`src/rtl/keypad_entry_accumulator.sv`:
```
// Collects keypad digit events into a BCD entry buffer with backspace/clear editing,
// and on ENTER converts the buffer to binary one digit per cycle (acc = acc*10 + digit).
module keypad_entry_accumulator #(
  parameter int NUM_DIGITS = 4,
  parameter int BIN_WIDTH  = 14,
  parameter int CNT_WIDTH  = 3
) (
  input  logic                      clk,
  input  logic                      rst,
  input  logic                      key_flag,
  input  logic [3:0]                key_value,
  output logic [4*NUM_DIGITS-1:0]   digits,
  output logic [CNT_WIDTH-1:0]      digit_count,
  output logic [BIN_WIDTH-1:0]      value_bin,
  output logic                      value_valid,
  output logic                      busy,
  output logic                      overflow
);

  localparam int IDX_W = (NUM_DIGITS > 1) ? $clog2(NUM_DIGITS) : 1;
  localparam logic [CNT_WIDTH-1:0] MAX_COUNT = CNT_WIDTH'(NUM_DIGITS);
  localparam logic [IDX_W-1:0]     TOP_IDX   = IDX_W'(NUM_DIGITS - 1);

  typedef enum logic {
    S_IDLE    = 1'b0,
    S_CONVERT = 1'b1
  } state_t;

  state_t                  r_state;
  state_t                  w_state_next;
  logic [4*NUM_DIGITS-1:0] r_digits;
  logic [CNT_WIDTH-1:0]    r_count;
  logic [BIN_WIDTH-1:0]    r_acc;
  logic [IDX_W-1:0]        r_idx;
  logic [BIN_WIDTH-1:0]    r_value;
  logic                    r_valid;
  logic                    r_overflow;

  logic                    w_key_digit;
  logic                    w_key_enter;
  logic                    w_key_back;
  logic                    w_key_clear;
  logic                    w_buf_full;
  logic                    w_buf_empty;
  logic                    w_start;
  logic                    w_last_iter;
  logic                    w_busy;
  logic [4*NUM_DIGITS-1:0] w_shift_up;
  logic [4*NUM_DIGITS-1:0] w_shift_down;
  logic [3:0]              w_cur_digit;
  logic [BIN_WIDTH-1:0]    w_acc_x10;
  logic [BIN_WIDTH-1:0]    w_acc_next;

  assign w_key_digit = (key_value <= 4'd9);
  assign w_key_enter = (key_value == 4'd10);
  assign w_key_back  = (key_value == 4'd11);
  assign w_key_clear = (key_value == 4'd12);
  assign w_buf_full  = (r_count >= MAX_COUNT);
  assign w_buf_empty = (r_count == '0);
  assign w_start     = key_flag & w_key_enter & ~w_buf_empty;
  assign w_last_iter = (r_idx == '0);

  // Nibble 0 is the newest digit: entering shifts every nibble up, backspace shifts down.
  genvar gi;
  generate
    for (gi = 0; gi < NUM_DIGITS; gi++) begin : g_nibble
      if (gi == 0) begin : g_low
        assign w_shift_up[3:0] = key_value;
      end else begin : g_up
        assign w_shift_up[4*gi +: 4] = r_digits[4*(gi-1) +: 4];
      end
      if (gi == NUM_DIGITS - 1) begin : g_top
        assign w_shift_down[4*gi +: 4] = 4'd0;
      end else begin : g_down
        assign w_shift_down[4*gi +: 4] = r_digits[4*(gi+1) +: 4];
      end
    end
  endgenerate

  assign w_cur_digit = r_digits[{r_idx, 2'b00} +: 4];
  assign w_acc_x10   = (r_acc << 3) + (r_acc << 1);
  assign w_acc_next  = w_acc_x10 + {{(BIN_WIDTH-4){1'b0}}, w_cur_digit};

  always_ff @(posedge clk) begin
    if (rst) begin
      r_state <= S_IDLE;
    end else begin
      r_state <= w_state_next;
    end
  end

  always_comb begin
    w_state_next = r_state;
    case (r_state)
      S_IDLE: begin
        if (w_start) begin
          w_state_next = S_CONVERT;
        end
      end
      S_CONVERT: begin
        if (w_last_iter) begin
          w_state_next = S_IDLE;
        end
      end
      default: w_state_next = S_IDLE;
    endcase
  end

  always_comb begin
    w_busy = 1'b0;
    case (r_state)
      S_IDLE:    w_busy = 1'b0;
      S_CONVERT: w_busy = 1'b1;
      default:   w_busy = 1'b0;
    endcase
  end

  // Buffer editing and the conversion datapath; key events are ignored outside IDLE.
  always_ff @(posedge clk) begin
    if (rst) begin
      r_digits   <= '0;
      r_count    <= '0;
      r_acc      <= '0;
      r_idx      <= '0;
      r_value    <= '0;
      r_valid    <= 1'b0;
      r_overflow <= 1'b0;
    end else begin
      r_valid    <= 1'b0;
      r_overflow <= 1'b0;
      case (r_state)
        S_IDLE: begin
          if (key_flag) begin
            if (w_key_digit) begin
              if (!w_buf_full) begin
                r_digits <= w_shift_up;
                r_count  <= r_count + CNT_WIDTH'(1);
              end else begin
                r_overflow <= 1'b1;
              end
            end else if (w_key_back) begin
              if (!w_buf_empty) begin
                r_digits <= w_shift_down;
                r_count  <= r_count - CNT_WIDTH'(1);
              end
            end else if (w_key_clear) begin
              r_digits <= '0;
              r_count  <= '0;
            end else if (w_start) begin
              r_acc <= '0;
              r_idx <= TOP_IDX;
            end
          end
        end
        S_CONVERT: begin
          r_acc <= w_acc_next;
          r_idx <= r_idx - IDX_W'(1);
          if (w_last_iter) begin
            r_value  <= w_acc_next;
            r_valid  <= 1'b1;
            r_digits <= '0;
            r_count  <= '0;
          end
        end
        default: ;
      endcase
    end
  end

  assign digits      = r_digits;
  assign digit_count = r_count;
  assign value_bin   = r_value;
  assign value_valid = r_valid;
  assign busy        = w_busy;
  assign overflow    = r_overflow;

endmodule

```
`config.mk`:
```
export PLATFORM = sky130hd
export DESIGN_NAME = keypad_entry_accumulator
export DESIGN_NICKNAME = d
export VERILOG_FILES = /design/src/rtl/keypad_entry_accumulator.sv
export SDC_FILE = /design/constraint.sdc
export NUM_CORES = 1
export LEC_CHECK = 0
export BUFFER_PORTS_ARGS = -buffer_cell sky130_fd_sc_hd__buf_2
export CAP_MARGIN = 20
export CORE_MARGIN = 4
export CORE_UTILIZATION = 51
export CTS_BUF_LIST = sky130_fd_sc_hd__clkbuf_8
export CTS_CLUSTER_SIZE = 25
export DETAILED_ROUTE_END_ITERATION = 16
export PLACE_DENSITY_LB_ADDON = 0.08
export SLEW_MARGIN = 20
export SYNTH_ARGS = -nofsm -noshare
export SYNTH_HDL_FRONTEND = slang
export SYNTH_SLANG_ARGS = --single-unit
```
`constraint.sdc`:
```
create_clock -name clk -period 3.1 [get_ports clk]
set_input_delay 0.465 -clock clk [delete_from_list [all_inputs] [get_ports clk]]
set_output_delay 0.465 -clock clk [all_outputs]
set_load 0.05 [all_outputs]
```
* Word-level counts from Yosys, hierarchy flattened
Cells that the tools add are included.
Word-level totals: bits in latches 0, RAM bits 0, flip-flop bits (word level) 51, ROM bits 0, memories kept 0
Cells by class: divide/modulo/power cells 0, muxes and demuxes 34, $lt $le $gt $ge 2, equality and inequality tests 12, reduce and logical (&&, ||, !) cells 7, shift-type cells 1, multipliers 0, $add $sub $neg 5, bitwise logic cells 6
Operators by type and width (number):
- $mux 16 | 7
- $mux 13 | 5
- $pmux 16 s2 | 1
- $pmux 13 s2 | 1
- $mux 3 | 7
- $shiftx 16x5->4 | 1
- $add 14x14->14 | 1
- $add 14x4->14 | 1
- $eq 4x4->1 const B | 3
- $mux 2 | 5
- $ne 2x2->1 const B | 5
- $reduce_and 5->1 | 2
- $ne 4x4->1 const B | 2
- $pmux 3 s2 | 1
- $le 4x4->1 const B | 1
- $mux 1 | 4
- $not 1->1 | 4
- $pmux 1 s2 | 2
- $pmux 2 s2 | 1
- $reduce_or 4->1 | 1
- $add 3x1->3 const B | 1
- $ge 3x3->1 const B | 1
- $logic_not 3->1 | 1
- $ne 3x3->1 const B | 1
- 7 further kinds | 8

* Depth between registers and ports, before layout
Gate-level depths: netlist of the first run.
word-level depth 9, depth in mapped cells 12

* Worst setup path after synthesis of the first run
No wires, ideal clock.
path type register -> register, start reg r_idx[0], end reg r_value[10] (netlist: value_bin[10]), data required time 3.014 ns, buffers on the path 1, slack 0.033 ns, cell stages (with the launch flop) 12, clock period less this slack 3.067 ns, arrival time 2.982 ns, path through dfxtp_1 > clkbuf_1 > mux4_2 > inv_1 > fa_1 > fa_1 > nor2b_1 > o211ai_1 > a21boi_1 > o21a_2 > xnor2_1 > a211oi_1
On the way: longest elaborated chain between the ends 2, elaborated cells between the ends (all ways) 4, those cells by class 1 x add/sub; 1 x shift; 2 x reduce/logical
RTL lines:
- from (decl) | line 34 | logic [IDX_W-1:0] r_idx;
- from (signal assigned) | line 157 | r_idx <= r_idx - IDX_W'(1);
- $shiftx 16x5->4 or $logic_not 2->1 (tied branches) | line 80, 61
- $add 14x4->14 or $reduce_and 2->1 (tied branches)
- to (signal assigned) | line 159 | r_value <= w_acc_next;
- to (decl) | line 35 | logic [BIN_WIDTH-1:0] r_value;
Several ways; a longest one is shown, not always the timed one. A chain may end at the register's enable or synchronous reset.

* Worst setup path in the final report of the first run
start reg r_idx[0], end reg r_value[12] (netlist: value_bin[12])
The elaborated chain is that of the path after synthesis.

==> flow_metrics.env, run 1 <==
export IMPL_fin_crit_sh_pct=95.3
export IMPL_nets=415
export IMPL_grtUsageTotal_pct=20.5
export IMPL_multi_input_area_um2=1740
export IMPL_synth_most_common_cell="dfxtp_1"
export IMPL_cpPeakStageDelay_ns=0.51
export IMPL_power_leakage_uw=0.00146
export IMPL_post_synth_num_cell_types=53
export IMPL_routed_via_density=5.79
export IMPL_syn_cell_area_um2=2920
export IMPL_ys_warn_count=0
export IMPL_ys_seq_area_share_pct=35.0
export IMPL_drc=0
export IMPL_synth_cells=337
export IMPL_regArea_um2=1020
export IMPL_setup_viol=0
export IMPL_ys_top_cells_by_count="51 x dfxtp_1, 33 x nand2_1, 30 x a21oi_1"
export IMPL_synth_async_reset_ratio_pct=0
export IMPL_cts_max_level=2
export IMPL_wl_mm=7.31
export IMPL_maxSlewViolCount=0
export IMPL_grt_start_max_net_pins=40
export IMPL_placement_rows=27
export IMPL_p_int_uw=975
export IMPL_worstSkewPairLatency_ns=0.31
export IMPL_switching_share_pct=26.5
export IMPL_fin_tns_setup_ns=0
export IMPL_worstPathBufferInverterCount=1
export IMPL_gr_total_overflow=0
export IMPL_combPwrFrac_pct=12.1
export IMPL_critPathTopFamily="adder cells"
export IMPL_cts_sinks=51
export IMPL_diodes=0
export IMPL_tritoncts="built"
export IMPL_die_w_um=83.6
export IMPL_worst_slew_pin_slew_ns=0.630
export IMPL_crit_chain="mux4_2, inv_1, fa_1, fa_1, nor2b_2, o211ai_1, a21boi_2, o21a_1, mux2i_1, nand2_1"
export IMPL_fmax_mhz=338
export IMPL_whs_ns=0.449
export IMPL_detail_route_antenna_nets=0
export IMPL_skew_ns=0.00844
export IMPL_hp_class="in -> reg"
export IMPL_ys_ff_latch=51
export IMPL_crit_slowest_cell="mux4_2"
export IMPL_fin_util_pct=60.3
export IMPL_yosysTopAreaCell="dfxtp_1"
export IMPL_synthToLayoutAreaGrowth_pct=14.5
export IMPL_antenna_found_initial=0
export IMPL_synth_top_area_share_pct=35.0
export IMPL_drive_above_1_share_pct=20.0
export IMPL_critical_path_arrival_ns=3.16
export IMPL_avgSynthCellArea_um2=8.66
export IMPL_stdcell_count=452
export IMPL_ios=43
export IMPL_synth_edf_count=0
export IMPL_avgRoutedWirePerCell_um=16.2
export IMPL_relSlewSlack_pct=57.7
export IMPL_end_kind="flip-flop"
export IMPL_clkSlewWorstSetupHoldPaths_ns=0.10
export IMPL_switching_power_uw=351
export IMPL_dp_final_hpwl_mm=5.19
export IMPL_fp_dieArea_um2=7000
export IMPL_irDropWorstVdd_uv=212
export IMPL_cpMostUsedCell="fa_1"
export IMPL_gp_congestion=0.878
export IMPL_synth_ff_type="dfxtp_1"
export IMPL_fillCellCount=522
export IMPL_rsz0062_at_grt="no"
export IMPL_die_h_um=83.6
export IMPL_critical_path_peak_fanout=4
export IMPL_vias=2618
export IMPL_hold_violations=0
export IMPL_critPathKind="reg -> reg"
export IMPL_crit_required_ns=3.30
export IMPL_syn_nets=373
export IMPL_finalPower_uw=1330
export IMPL_grt_pass1_wl_mm=11.8
export IMPL_outcome="complete, no violations"
export IMPL_clock_power_share_pct=36.7
export IMPL_cp_start_kind="flip-flop"
export IMPL_dp_cells=444
export IMPL_drt_pass1_iterations=4
export IMPL_power_frac_seq_pct=51.2
export IMPL_numCtsBuffers=5
export IMPL_initial_utilization_pct=52.7
export IMPL_core_um2=5540
export IMPL_root_buffer="clkbuf_8"
export IMPL_grt_pass1_vias=2373
export IMPL_post_cts_buffers=0
export IMPL_cts_buffer_depth=2
export IMPL_synth_area_top_cells="dfxtp_1 35%, ha_1 12%, a21oi_1 5.1%"
export IMPL_period_needed_ns=2.96
export IMPL_ctsHoldBuffers=0
export IMPL_cellPowerDensity_nw_per_um2=397
export IMPL_maxCapViolations=0
export IMPL_io_buffer_count=42
export IMPL_first_iter_violations=207
-- layout make-up --
class,count,area share [%]
multi-input cells,248,52.2
flip-flops and latches,51,30.6
repair buffers,53,8.76
well taps,72,2.70
clock buffers,6,2.47
inverters,20,2.25
clock inverters,2,1.05
-- stage by stage --
stage,area (µm²),setup slack (ns)
after global routing,3340,0.00264
after detailed placement,3220,0.0542
final,3340,0.145
after global placement,3220,0.110
after CTS,3330,0.000716
after floorplan,2920,0.0326
-- power groups by stage --
stage	Sequential (µW)	Clock, µW	Combinational, µW
floorplan	728	0	81.1
global placement	694	0	159
detailed placement	694	0	159
CTS	679	497	160
global route	682	523	173
finish	680	486	160
-- routing by layer --
metal	GRT usage (%)	wire length [µm]	up-vias
li1	-	-	1284
met1	29.7	3560	1243
met2	30.9	3250	78
met3	4.15	379	13
met4	5.56	116	0
met5	0	0	-
-- timing repair --
item,4_1_cts,5_1_grt
hold endpoints to repair,0,0
resized for setup,0,3
setup endpoints to repair,0,7
-- placed cells by master (no fill, tap or decap), types with 2 or more instances in the layout --
| cell type | n |
|---|---|
| a221oi_1 | 5 |
| o211ai_1 | 3 |
| and3_1 | 6 |
| nand4_1 | 2 |
| clkbuf_8 | 6 |
| a22oi_1 | 2 |
| inv_1 | 19 |
| a21oi_1 | 30 |
| xor2_1 | 4 |
| nor2_1 | 29 |
| dfxtp_1 | 50 |
| mux4_2 | 4 |
| mux2i_1 | 5 |
| o31ai_1 | 10 |
| o21a_1 | 4 |
| or3_1 | 2 |
| a211oi_1 | 4 |
| nand3_1 | 20 |
| a21oi_4 | 2 |
| xnor2_1 | 9 |
| nand2_1 | 33 |
| and2_1 | 2 |
| buf_4 | 11 |
| a31oi_1 | 2 |
| ha_1 | 27 |
| a32oi_1 | 2 |
| buf_2 | 42 |
| o21ai_0 | 6 |
| nor3_1 | 9 |
| fa_1 | 2 |
| o21ai_1 | 3 |
-- worst paths after layout --
| check | from | to | slack, ns | cells after the start |
|---|---|---|---|---|
| setup / recovery | r_idx[0]$_SDFFE_PP0P_ | value_bin[12]$_SDFFE_PP0P_ | 0.14 | 10 |
| hold / removal | key_flag | overflow$_SDFF_PP0_ | 0.45 | 2 |
| setup reg to reg | r_idx[0]$_SDFFE_PP0P_ | value_bin[12]$_SDFFE_PP0P_ | 0.14 | 10 |
| hold reg to reg | value_bin[0]$_SDFFE_PP0P_ | value_bin[0]$_SDFFE_PP0P_ | 0.46 | 2 |
-- kinds of logic (layout without fill, tap and decap cells) --
logic type / after synthesis / in the layout / share of synthesized area [%]
AOI/OAI and AO/OA: 85 / 85 / 20.0
DFF: 51 / 51 / 35.0
adders and majority gates: 29 / 29 / 13.0
muxes: 10 / 10 / 5.19
buffers and inverters: 38 / 81 / 5.45
and+or+nand+nor: 111 / 111 / 17.5
xor gates and xnor gates: 13 / 13 / 3.90
-- state kept, by name, indices dropped and copies added, names as in the netlist --
register / count
value_valid: 1
value_bin: 14
r_state: 1
r_idx: 2
digit_count: 3
r_acc: 13
digits: 16
overflow: 1
-- worst reg2reg max path: stages (launching register included) --
cell	delay (ns)
dfxtp_2	0.38
mux4_2	0.51
inv_1	0.09
fa_1	0.46
fa_1	0.49
nor2b_2	0.15
o211ai_1	0.10
a21boi_2	0.21
o21a_1	0.20
mux2i_1	0.20
nand2_1	0.06
Power figures use the tool's default switching activity.
==> run 2, diff against run 1 <==
--- a/config.mk
+++ b/config.mk
@@ -7,7 +7,7 @@
 export LEC_CHECK = 0
 export BUFFER_PORTS_ARGS = -buffer_cell sky130_fd_sc_hd__buf_2
 export CAP_MARGIN = 20
-export CORE_MARGIN = 4
+export CORE_MARGIN = 5
 export CORE_UTILIZATION = 51
 export CTS_BUF_LIST = sky130_fd_sc_hd__clkbuf_8
 export CTS_CLUSTER_SIZE = 25
==> constraint.sdc (replaced) <==
create_clock -name clk -period 3.1 [get_ports clk]
set_input_delay 0.31 -clock clk [delete_from_list [all_inputs] [get_ports clk]]
set_output_delay 0.31 -clock clk [all_outputs]
set_load 0.05 [all_outputs]
==> flow_metrics.env, run 2 (synthesis gave the netlist of run 1 again) <==
export IMPL_setup_viol=0
export IMPL_fillCellCount=504
export IMPL_nets=414
export IMPL_worst_slew_pin_slew_ns=0.603
export IMPL_first_iter_violations=173
export IMPL_final_cell_mix="50 x dfxtp_1, 42 x buf_2, 33 x nand2_1, 29 x nor2_1, 29 x a21oi_1"
export IMPL_period_needed_ns=2.92
export IMPL_outcome="complete, no violations"
export IMPL_reg2reg_slack_ns=0.18
export IMPL_gp_congestion=0.851
export IMPL_grtUsageTotal_pct=20.1
export IMPL_switching_power_uw=355
export IMPL_hold_violations=0
export IMPL_critical_path_peak_fanout=4
export IMPL_numCtsBuffers=5
export IMPL_power_leakage_uw=0.00144
export IMPL_crit_required_ns=3.32
export IMPL_cp_start_kind="flip-flop"
export IMPL_ios=43
export IMPL_maxCapViolations=0
export IMPL_holdPathEnd="overflow$_SDFF_PP0_"
export IMPL_power_frac_seq_pct=55.4
export IMPL_maxSlewViolCount=0
export IMPL_fin_crit_sh_pct=94.1
export IMPL_layout_commonest_cell="dfxtp_1"
export IMPL_grt_pass1_vias=2312
export IMPL_placement_rows=27
export IMPL_final_area_um2=3310
export IMPL_min_path_cells=2
export IMPL_rsz0062_at_grt="no"
export IMPL_vias=2563
export IMPL_wl_mm=7.16
export IMPL_drt_pass1_iterations=4
export IMPL_relSlewSlack_pct=59.5
export IMPL_diodes=0
export IMPL_tritoncts="built"
export IMPL_hp_start="key_flag"
export IMPL_grt_start_max_net_pins=41
export IMPL_skew_ns=0.00643
export IMPL_clkSlewWorstSetupHoldPaths_ns=0.10
export IMPL_fin_util_pct=59.8
export IMPL_cellPowerDensity_nw_per_um2=370
export IMPL_fin_tns_setup_ns=0
export IMPL_cts_max_level=2
export IMPL_root_buffer="clkbuf_8"
export IMPL_gr_total_overflow=0
export IMPL_initial_utilization_pct=52.7
export IMPL_worstSkewPairLatency_ns=0.31
export IMPL_avgRoutedWirePerCell_um=15.9
export IMPL_cts_sinks=51
export IMPL_switching_share_pct=29.0
export IMPL_largest_reg_flops=16
export IMPL_stdcell_count=451
export IMPL_antenna_found_initial=0
export IMPL_routed_via_density=5.68
export IMPL_grt_pass1_wl_mm=11.9
export IMPL_worstReg2RegStart="r_idx[0]$_SDFFE_PP0P_"
export IMPL_dp_cells=443
export IMPL_postPlaceCellArea_um2=3210
export IMPL_rr_worst_depth=10
export IMPL_hp_class="in -> reg"
export IMPL_drc=0
export IMPL_dp_final_hpwl_mm=5.18
export IMPL_end_kind="flip-flop"
export IMPL_drive_above_1_share_pct=20.1
export IMPL_die_h_um=85.6
export IMPL_irDropWorstVdd_uv=220
export IMPL_fp_dieArea_um2=7330
export IMPL_critical_path_arrival_ns=3.14
export IMPL_cts_buffer_depth=2
export IMPL_clock_power_share_pct=31.8
export IMPL_core_um2=5540
export IMPL_critPathKind="reg -> reg"
export IMPL_p_int_uw=870
export IMPL_detail_route_antenna_nets=0
export IMPL_fmax_mhz=343
export IMPL_post_cts_buffers=0
export IMPL_die_w_um=85.6
export IMPL_combPwrFrac_pct=12.9
export IMPL_timing_rr_end="value_bin[10]$_SDFFE_PP0P_"
export IMPL_whs_ns=0.297
export IMPL_synthToLayoutAreaGrowth_pct=13.5
export IMPL_ctsHoldBuffers=0
export IMPL_io_buffer_count=42
-- run 2: how the worst max path moves through the flow --
stage               cells after the start                  start                    endpoint  slack (ns)
floorplan                              11  r_idx[0]$_SDFFE_PP0P_  value_bin[10]$_SDFFE_PP0P_        0.03
global placement                       10  r_idx[0]$_SDFFE_PP0P_  value_bin[12]$_SDFFE_PP0P_        0.11
detailed placement                     10  r_idx[0]$_SDFFE_PP0P_  value_bin[10]$_SDFFE_PP0P_       -0.02
CTS                                    10  r_idx[0]$_SDFFE_PP0P_  value_bin[10]$_SDFFE_PP0P_        0.02
global route                           10  r_idx[0]$_SDFFE_PP0P_  value_bin[12]$_SDFFE_PP0P_       0.005
finish                                 10  r_idx[0]$_SDFFE_PP0P_  value_bin[10]$_SDFFE_PP0P_        0.18
-- run 2: timing repair --
action                                  CTS  global route
endpoints found under the setup margin    2            11
resized for setup                         1             5
pin swaps                                 0             3
-- run 2: metal layers --
metal	GRT usage [%]	wire length (µm)	part of all wire (%)
met3	4.03	603	8.4
met5	0	0	0
met1	29.3	3310	46
met4	4.89	86	1.2
met2	30.4	3170	44
-- run 2: power by group through the flow --
stage | combinational, µW | clock, µW | sequential, µW
finish | 157 | 389 | 678
floorplan | 81.1 | 0 | 728
CTS | 158 | 400 | 679
global route | 171 | 426 | 681
global placement | 158 | 0 | 694
detailed placement | 157 | 0 | 694
-- run 2: area by class of cell --
type                    count  area [µm²]  share of cell area, %
well taps                  72        90.1                   2.72
inverters                  20        75.1                   2.27
repair buffers             52         285                   8.61
clock inverters             3        20.0                  0.604
flip-flops and latches     51        1020                   30.9
multi-input cells         248        1750                   52.8
clock buffers               5        68.8                   2.08
-- run 2: worst max-delay path: stages, from the launching register on --
cell and delay, ns:
dfxtp_4 0.38, mux4_2 0.50, inv_1 0.08, fa_1 0.45, fa_2 0.42, nor2b_1 0.16, o211ai_1 0.11, a21boi_2 0.21
o21a_2 0.20, xnor2_1 0.08, a211oi_1 0.23
-- run 2: metrics by stage --
stage	setup slack [ns]	power, µW
finish	0.184	1220
global route	0.00536	1280
CTS	0.0246	1240
detailed placement	-0.0178	851
global placement	0.112	852
floorplan	0.0326	809
==> run 3, diff against run 2 <==
--- a/config.mk
+++ b/config.mk
@@ -9,7 +9,7 @@
 export CAP_MARGIN = 20
 export CORE_MARGIN = 5
 export CORE_UTILIZATION = 51
-export CTS_BUF_LIST = sky130_fd_sc_hd__clkbuf_8
+export CTS_BUF_LIST = sky130_fd_sc_hd__clkbuf_2 sky130_fd_sc_hd__clkbuf_4 sky130_fd_sc_hd__clkbuf_8
 export CTS_CLUSTER_SIZE = 25
 export DETAILED_ROUTE_END_ITERATION = 16
 export PLACE_DENSITY_LB_ADDON = 0.08
==> constraint.sdc (replaced) <==
create_clock -name clk -period 3.8 [get_ports clk]
set_input_delay 0.38 -clock clk [delete_from_list [all_inputs] [get_ports clk]]
set_output_delay 0.38 -clock clk [all_outputs]
set_load 0.05 [all_outputs]
==> flow_metrics.env, run 3 (synthesis gave the netlist of run 1 again) <==
export IMPL_combPwrFrac_pct=12.3
export IMPL_core_um2=5540
export IMPL_power_frac_seq_pct=55.2
export IMPL_ios=43
export IMPL_postPlaceCellArea_um2=3140
export IMPL_gr_total_overflow=0
export IMPL_grtUsageTotal_pct=20.0
export IMPL_grt_pass1_wl_mm=11.9
export IMPL_grt_pass1_vias=2438
export IMPL_largest_reg_flops=16
export IMPL_drive_above_1_share_pct=17.0
export IMPL_grt_use_met1_pct=27.1
export IMPL_post_cts_buffers=0
export IMPL_worst_slew_pin_slew_ns=0.808
export IMPL_wl_mm=7.11
export IMPL_hp_start="key_flag"
export IMPL_met2_usage_pct=32.2
export IMPL_final_area_um2=3240
export IMPL_final_cell_mix="51 x dfxtp_1, 42 x buf_2, 33 x nand2_1, 30 x a21oi_1, 29 x nor2_1"
export IMPL_nets=405
export IMPL_fp_dieArea_um2=7330
export IMPL_worstReg2RegStart="r_idx[0]$_SDFFE_PP0P_"
export IMPL_layout_commonest_cell="dfxtp_1"
export IMPL_die_h_um=85.6
export IMPL_hp_class="in -> reg"
export IMPL_skew_ns=0.0127
export IMPL_switching_share_pct=29.4
export IMPL_relSlewSlack_pct=46.1
export IMPL_io_buffer_count=42
export IMPL_synthToLayoutAreaGrowth_pct=10.9
export IMPL_cellPowerDensity_nw_per_um2=311
export IMPL_cp_start_kind="flip-flop"
export IMPL_crit_required_ns=4.00
export IMPL_initial_utilization_pct=52.7
export IMPL_tritoncts="built"
export IMPL_cts_sinks=51
export IMPL_clkSlewWorstSetupHoldPaths_ns=0.10
export IMPL_diodes=0
export IMPL_irDropWorstVdd_uv=156
export IMPL_numCtsBuffers=5
export IMPL_fillCellCount=521
export IMPL_placement_rows=27
export IMPL_worstSkewPairLatency_ns=0.31
export IMPL_rr_worst_depth=10
export IMPL_gp_congestion=0.847
export IMPL_detail_route_antenna_nets=0
export IMPL_outcome="complete, no violations"
export IMPL_grt_start_max_net_pins=42
export IMPL_drt_pass1_iterations=5
export IMPL_cts_buffer_depth=2
export IMPL_critPathKind="reg -> reg"
export IMPL_antenna_found_initial=0
export IMPL_period_needed_ns=3.26
export IMPL_met3_usage_pct=3.75
export IMPL_finalPower_uw=1010
export IMPL_end_kind="flip-flop"
export IMPL_cts_repair_resized=0
export IMPL_cts_max_level=2
export IMPL_clock_power_share_pct=32.5
export IMPL_switching_power_uw=295
export IMPL_startpoint="r_idx[0]$_SDFFE_PP0P_"
export IMPL_fmax_mhz=307
export IMPL_setup_viol=0
export IMPL_hold_violations=0
export IMPL_routed_via_density=5.77
export IMPL_p_int_uw=710
export IMPL_maxCapViolations=0
export IMPL_power_leakage_uw=0.00140
export IMPL_vias=2549
export IMPL_maxSlewViolCount=0
export IMPL_busiest_layer="met2"
export IMPL_rsz0062_at_grt="no"
export IMPL_die_w_um=85.6
export IMPL_min_path_cells=2
export IMPL_fin_crit_sh_pct=85.8
export IMPL_drc=0
export IMPL_first_iter_violations=205
export IMPL_root_buffer="clkbuf_8"
export IMPL_critical_path_peak_fanout=7
export IMPL_reg2reg_slack_ns=0.54
export IMPL_avgRoutedWirePerCell_um=16.1
export IMPL_critical_path_arrival_ns=3.46
export IMPL_ctsHoldBuffers=0
export IMPL_fin_tns_setup_ns=0
export IMPL_dp_final_hpwl_mm=5.00
## run 3: power by group through the flow
stage                     clock network, µW  registers (µW)  logic [µW]
final                                   327             555         123
after global routing                    362             557         133
after CTS                               338             555         124
after detailed placement                  0             568         123
after global placement                    0             568         122
after floorplan                           0             594        66.2
## run 3: final cells by class
class,count,area (µm²),share of cell area [%]
clock inverter,3,25.0,0.773
sequential,51,1020,31.6
clock buffer,5,68.8,2.13
tap,72,90.1,2.78
timing repair buffer,43,218,6.73
multi-input combinational,248,1740,53.7
inverter,20,75.1,2.32
## run 3: stage by stage
stage,instances,setup WS [ns],hold slack [ns],utilization (%)
global route,442,0.316,0.367,58.4
detailed placement,434,0.568,0.446,56.7
CTS,442,0.531,0.346,58.4
floorplan,337,0.733,0.443,-
finish,442,0.538,0.353,58.4
global placement,434,0.667,0.441,56.7
## run 3: worst paths after layout
path	end
worst max-delay path	value_bin[12]$_SDFFE_PP0P_
worst min-delay path	overflow$_SDFF_PP0_
worst max register to register	value_bin[12]$_SDFFE_PP0P_
worst min register to register	value_bin[6]$_SDFFE_PP0P_
## run 3: per-layer routing
layer | part of all wire [%] | wire (µm)
met1 | 49 | 3460
met2 | 45 | 3210
met3 | 5.3 | 374
met4 | 0.89 | 63
met5 | 0 | 0
## run 3: critical path, stage by stage, from the launching register on
cell and delay (ns):
dfxtp_1 0.54, mux4_2 0.55, inv_1 0.09, fa_1 0.46
fa_1 0.47, nor2b_1 0.16, o211ai_1 0.10, a21boi_1 0.29
o21a_1 0.22, mux2i_1 0.20, nand2_1 0.06
